`config.mk`:
```
export PLATFORM = sky130hd
export DESIGN_NAME = speck_encrypt
export DESIGN_NICKNAME = d
export VERILOG_FILES = /design/src/rtl/speck_pkg.sv /design/src/rtl/speck_round.sv /design/src/rtl/speck_encrypt.sv
export SDC_FILE = /design/constraint.sdc
export NUM_CORES = 1
export LEC_CHECK = 0
export ABC_AREA = 1
export CAP_MARGIN = 20
export CORE_UTILIZATION = 32
export DETAILED_ROUTE_END_ITERATION = 6
export PLACE_DENSITY = 0.64
export SYNTH_ARGS = -nofsm -noshare
export SYNTH_HDL_FRONTEND = slang
export SYNTH_SLANG_ARGS = --single-unit
```
`constraint.sdc`:
```
create_clock -name clk -period 5 [get_ports clk]
set_clock_uncertainty 0.1 [all_clocks]
set_input_delay 0.5 -clock clk [delete_from_list [all_inputs] [get_ports clk]]
set_output_delay 0.5 -clock clk [all_outputs]
set_load 0.1 [all_outputs]
```
`src/rtl/speck_pkg.sv`:
```
// Shared SPECK 64/128 constants and the FSM state encoding, common to key_schedule and speck_encrypt.
package speck_pkg;

  localparam int WORD_W        = 32;
  localparam int ALPHA         = 8;
  localparam int BETA          = 3;
  localparam int ROUNDS_64_128 = 27;

  typedef enum logic [3:0] {
    ST_IDLE  = 4'd0,
    ST_ROUND = 4'd1,
    ST_DONE  = 4'd2
  } state_t;

endpackage

```
`src/rtl/speck_round.sv`:
```
// Combinational SPECK round: x' = (ROR(x,ALPHA) + y) ^ k, y' = ROL(y,BETA) ^ x'.
module speck_round
  import speck_pkg::*;
(
  input  logic [WORD_W-1:0] x,
  input  logic [WORD_W-1:0] y,
  input  logic [WORD_W-1:0] k,
  output logic [WORD_W-1:0] x_n,
  output logic [WORD_W-1:0] y_n
);

  logic [WORD_W-1:0] x_ror;
  logic [WORD_W-1:0] y_rol;

  assign x_ror = {x[ALPHA-1:0], x[WORD_W-1:ALPHA]};
  assign y_rol = {y[WORD_W-BETA-1:0], y[WORD_W-1:WORD_W-BETA]};
  assign x_n   = (x_ror + y) ^ k;
  assign y_n   = y_rol ^ x_n;

endmodule

```
`src/rtl/speck_encrypt.sv`:
```
// Iterative SPECK 64/128 encryptor, one round per clock with on-the-fly key expansion.
// Optional debug port state_response is enabled by defining SPECK_STATE_RESPONSE_EN.
module speck_encrypt
  import speck_pkg::*;
#(
  parameter int ROUNDS = ROUNDS_64_128
)
(
  input  logic         clk,
  input  logic         rst_n,
  input  logic         signal_start,
  input  logic [127:0] key,
  input  logic [63:0]  plaintext,
  output logic [63:0]  ciphertext,
  output logic         busy,
  output logic         finished
`ifdef SPECK_STATE_RESPONSE_EN
  ,
  output logic [3:0]   state_response
`endif
);

  localparam logic [4:0] LAST_RND = 5'(ROUNDS - 1);

  state_t            state_q;
  state_t            state_d;
  logic [4:0]        cnt_q;
  logic [WORD_W-1:0] x_q, y_q, k_q, l0_q, l1_q, l2_q;
  logic [WORD_W-1:0] x_n, y_n, l_n, k_n;
  logic              load;
  logic              last;

  speck_round u_data (
    .x   (x_q),
    .y   (y_q),
    .k   (k_q),
    .x_n (x_n),
    .y_n (y_n)
  );

  // Key expansion reuses the round function with (l0, k, i) as (x, y, k).
  speck_round u_key (
    .x   (l0_q),
    .y   (k_q),
    .k   ({{(WORD_W-5){1'b0}}, cnt_q}),
    .x_n (l_n),
    .y_n (k_n)
  );

  always_ff @(posedge clk or negedge rst_n) begin
    if (!rst_n) state_q <= ST_IDLE;
    else        state_q <= state_d;
  end

  always_comb begin
    state_d = state_q;
    load    = 1'b0;
    last    = 1'b0;
    case (state_q)
      ST_IDLE: begin
        if (signal_start) begin
          load    = 1'b1;
          state_d = ST_ROUND;
        end
      end
      ST_ROUND: begin
        if (cnt_q == LAST_RND) begin
          last    = 1'b1;
          state_d = ST_DONE;
        end
      end
      ST_DONE: begin
        if (signal_start) begin
          load    = 1'b1;
          state_d = ST_ROUND;
        end else begin
          state_d = ST_IDLE;
        end
      end
      default: state_d = ST_IDLE;
    endcase
  end

  always_ff @(posedge clk or negedge rst_n) begin
    if (!rst_n) begin
      cnt_q      <= '0;
      x_q        <= '0;
      y_q        <= '0;
      k_q        <= '0;
      l0_q       <= '0;
      l1_q       <= '0;
      l2_q       <= '0;
      ciphertext <= '0;
      finished   <= 1'b0;
    end else begin
      finished <= last;
      if (last) ciphertext <= {x_n, y_n};
      if (load) begin
        cnt_q <= '0;
        x_q   <= plaintext[63:32];
        y_q   <= plaintext[31:0];
        k_q   <= key[31:0];
        l0_q  <= key[63:32];
        l1_q  <= key[95:64];
        l2_q  <= key[127:96];
      end else if (state_q == ST_ROUND) begin
        // Data uses the current k; the key state advances in the same cycle.
        cnt_q <= cnt_q + 5'd1;
        x_q   <= x_n;
        y_q   <= y_n;
        k_q   <= k_n;
        l0_q  <= l1_q;
        l1_q  <= l2_q;
        l2_q  <= l_n;
      end
    end
  end

  assign busy = (state_q == ST_ROUND);

`ifdef SPECK_STATE_RESPONSE_EN
  assign state_response = state_q;
`endif

endmodule

```
==> results <==
- The max-slew violation total from the final report is 0.
- After clock tree synthesis, the clock-pin slew on the worst setup and hold paths is roughly 0.060 ns.
- Across every metal layer, demand over resource in global routing totals 0.219.
- Across the run, the number of max-cap violations was 0.
- The setup TNS after final layout is 0 ns.
- The die boundary height is 234 um.
- For this run, the share of the core covered by cells in the final layout is 0.407.
- The worst setup path is of the flop to output port kind.
- The post-route non-filler standard cell count is about 3400.
- The kind of end point of the critical path is an output port.
- The run finished, with violations left.
- Counting I/O delays and the setup requirement, the final critical path takes 3.21 ns.
- Post-CTS timing repair inserted 0 buffers for setup.
- In this run, post-CTS repair resized a total of 0 instances.
- The first global-routing pass estimated 91.9 mm of wire.
- The number of nets with antenna violations after routing is 0.
- Headroom to the max-slew limit came out at 0.272.
- The worst hold path passes through 2 cells.
- Timing would allow up to 312 MHz.
- In the synthesized netlist, the number of instances is 2459.
- The predominant post-synthesis flop cell is sky130_fd_sc_hd__dfrtp_1.
- The number of cells on the worst reg-to-reg path is 8.
- In the routed layout, each cell is associated on average with a via count of ~4.8.
- The initial utilization of the core area, before any placement, comes to 0.326.
- The routing layer with the top usage in global route is met2.
- The share of synthesized area occupied by flip-flops and latches is 0.383.
- Summing every instance area after synthesis gives roughly 17000 um2.
- The worst setup path is launched from a flop.
- Fill cells in the final layout number between 5000 and 6000.
- The flip-flop and latch count after synthesis is 264.
- The number of clock sinks seen by CTS is about 260.
- At the pin with the least slew margin, the transition time is roughly 1.1 ns.
- The total number of vias is approximately 16000.
- The maximum number of buffers from clock root to sink is 3.
- Along the worst path, the maximum fanout reaches 21.
- Of the available clock period, the critical path in the final layout requires 0.641.
- The number of nets in the synthesized netlist is approximately 2700.
- The worst hold path class is flop to flop.
- The routability congestion estimate from global placement is 0.956.
- Counting flops with an async set or reset pin after synthesis yields a share of 1.00.
- The number of hold violations in the final report is 0.
- The x dimension of the die is about 230 um.
- The largest net degree at the start of global routing is about 110.
- The CTS tree is done.
- The number of clock buffers added by TritonCTS is 30.
- The residual DRC count is 18.
- The final reports fail on design-rule violations.
- The initial antenna violation count is 1.
- The distinct cell type count of the synthesized netlist is 44.
- The largest total area in the synthesized netlist belongs to sky130_fd_sc_hd__dfrtp_1.
- The data required time of the worst path is approximately 4.4 ns.
- Across all register-to-register paths, the minimum setup slack is approximately 1.9 ns.
- The count of endpoints failing setup in the final report is 0.
- The area growth from synthesis to layout is 24.7%.
- In the global route stage, met1 resource usage came out at 0.293.
- The site row count is 84.
- The startpoint identified for the worst hold timing path is ciphertext[27].
- Detailed placement ended at an HPWL of about 47 mm.
- The number of cells after detailed placement is roughly 3300.
- CTS built an H-tree with a depth of 1.
- The violation count after the first detailed-routing iteration is approximately 1300.
- In this run the critical register-to-register path is launched from state_q[0].
- The final routed wire length divided by cell count is approximately 18 um.
- The fraction of post-synthesis cell area in the top cell type by area is 0.383.
- The later pin in the worst-skew pair is clocked with a latency of a little under 0.6 ns.
- In this run the standard cell core region covers between 50000 and 60000 um2.
- The full die area is about 55000 um2.
- By area the synthesized netlist is led by sky130_fd_sc_hd__dfrtp_1, sky130_fd_sc_hd__nand2_1, sky130_fd_sc_hd__inv_1.
- The first detailed-routing pass took 7 iterations.
- The end of the worst register-to-register path is y_q[30].
- Setup repair after global routing left no endpoint under its margin.
- For this run, global-route usage on met3 was measured as 0.0230.
- For met2 alone, demand over resource in global routing was 0.365.
- The count of synthesis-stage warnings from yosys is 0.
- For this run the aggregate overflow at the end of global routing stands at 0.
- The total I/O pin count is 261.
- CTS placed an instance of sky130_fd_sc_hd__clkbuf_16 at the clock tree root.
- The number of global-route vias before repair is about 16000.
- The total wirelength of the detailed-routed design is 59.7 mm.
- Yosys mapped a number of flops with a built-in enable equal to 0.
- For hold timing, the worst endpoint is ciphertext[27].
- Port buffering added 260 buffers.
- The ratio of cells with drive above 1 in the final layout is 0.0505.
- The final layout contains a little under 3000 nets.
- The average cell area after synthesis is ~7 um2.
- STA puts the critical path data arrival time at 2.61 ns.
==> synth_stat cells, drive strengths merged (29+ instances only) <==
library cell / instances
a21oi: 39
buf: 34
clkbuf: 42
dfrtp: 264
ha: 64
inv: 382
nand2: 986
nand3: 209
nor2: 89
o211ai: 91
o21ai: 79
o221ai: 29
xor2: 56
==> cell usage in the layout (no fill, tap or decap), types with 24 or more instances in the layout <==
cell | synthesis | layout
sky130_fd_sc_hd__o221ai_1 | 29 | 29
sky130_fd_sc_hd__xnor2_1 | 24 | 24
sky130_fd_sc_hd__a21oi_1 | 37 | 37
sky130_fd_sc_hd__nand3_1 | 200 | 200
sky130_fd_sc_hd__nor2_1 | 79 | 79
sky130_fd_sc_hd__clkbuf_16 | 0 | 31
sky130_fd_sc_hd__nand2_2 | 34 | 33
sky130_fd_sc_hd__nand2_1 | 947 | 947
sky130_fd_sc_hd__ha_1 | 64 | 64
sky130_fd_sc_hd__o211ai_1 | 91 | 91
sky130_fd_sc_hd__clkdlybuf4s50_1 | 0 | 259
sky130_fd_sc_hd__xor2_1 | 51 | 51
sky130_fd_sc_hd__inv_1 | 376 | 376
sky130_fd_sc_hd__dfrtp_1 | 264 | 264
sky130_fd_sc_hd__o21ai_0 | 72 | 72
==> cell type report <==
| class | instances | area (um2) | area share |
|---|---|---|---|
| inverters | 384 | 1450 | 0.0673 |
| repair buffers | 274 | 2730 | 0.127 |
| diodes | 1 | 2.50 | 0.000116 |
| flip-flops and latches | 264 | 6610 | 0.307 |
| multi-input cells | 1735 | 8880 | 0.413 |
| well taps | 688 | 861 | 0.0400 |
| clock buffers | 44 | 885 | 0.0411 |
| clock inverters | 11 | 113 | 0.00523 |
==> stage by stage <==
step / hold WS, ns / setup slack (ns) / cell area, um2
final: 0.378 / 1.79 / 21500
after floorplan: 0.104 / 2.88 / 17300
after global routing: 0.398 / 1.71 / 21500
after CTS: 0.379 / 1.78 / 21500
after detailed placement: 0.364 / 1.35 / 20500
after global placement: 0.356 / 1.34 / 20500
==> flip-flops by register name, summed over array words and instances, names as in the netlist <==
signal / cells
cnt_q: 5
x_q: 32
k_q: 32
l1_q: 32
l0_q: 32
state_q: 2
l2_q: 32
y_q: 32
ciphertext: 64
finished: 1
==> logic make-up (layout without fill, tap and decap cells) <==
group,Yosys count,count (layout),synth area share
compound gates,267,267,0.102
xor+xnor,80,80,0.0434
fa+ha+maj,66,66,0.0487
buf+inv,460,713,0.103
flops,264,264,0.383
other cells,0,1,0
simple gates,1322,1322,0.320
==> critical path: stages (launching register included) <==
cell                              delay, ns
sky130_fd_sc_hd__dfrtp_1               0.40
sky130_fd_sc_hd__nor2_4                0.13
sky130_fd_sc_hd__buf_4                 0.29
sky130_fd_sc_hd__clkdlybuf4s50_1       1.20
==> how the worst max path moves through the flow <==
stage | start | endpoint | slack [ns] | cells after the start
2_1_floorplan | k_q[0] | k_q[24] | 2.88 | 15
3_3_place_gp | signal_start | y_q[30] | 1.34 | 8
3_5_place_dp | signal_start | y_q[30] | 1.35 | 8
4_1_cts | state_q[1] | busy | 1.78 | 3
5_1_grt | state_q[0] | y_q[30] | 1.71 | 8
6_report | state_q[1] | busy | 1.79 | 3
==> repair_timing <==
item	in CTS	in global routing
endpoints found under the hold margin	96	0
hold buffers	1	0
setup endpoints to repair	0	0
==> layer usage <==
metal / share of wire / wire length (um)
met1: 0.45 / 26700
met2: 0.46 / 27700
met3: 0.049 / 2930
met4: 0.038 / 2280
met5: 0 / 0
Power is left out: the tool's default activity adds up to more than one toggle a clock period on the data nets, which glitch-free logic cannot reach.
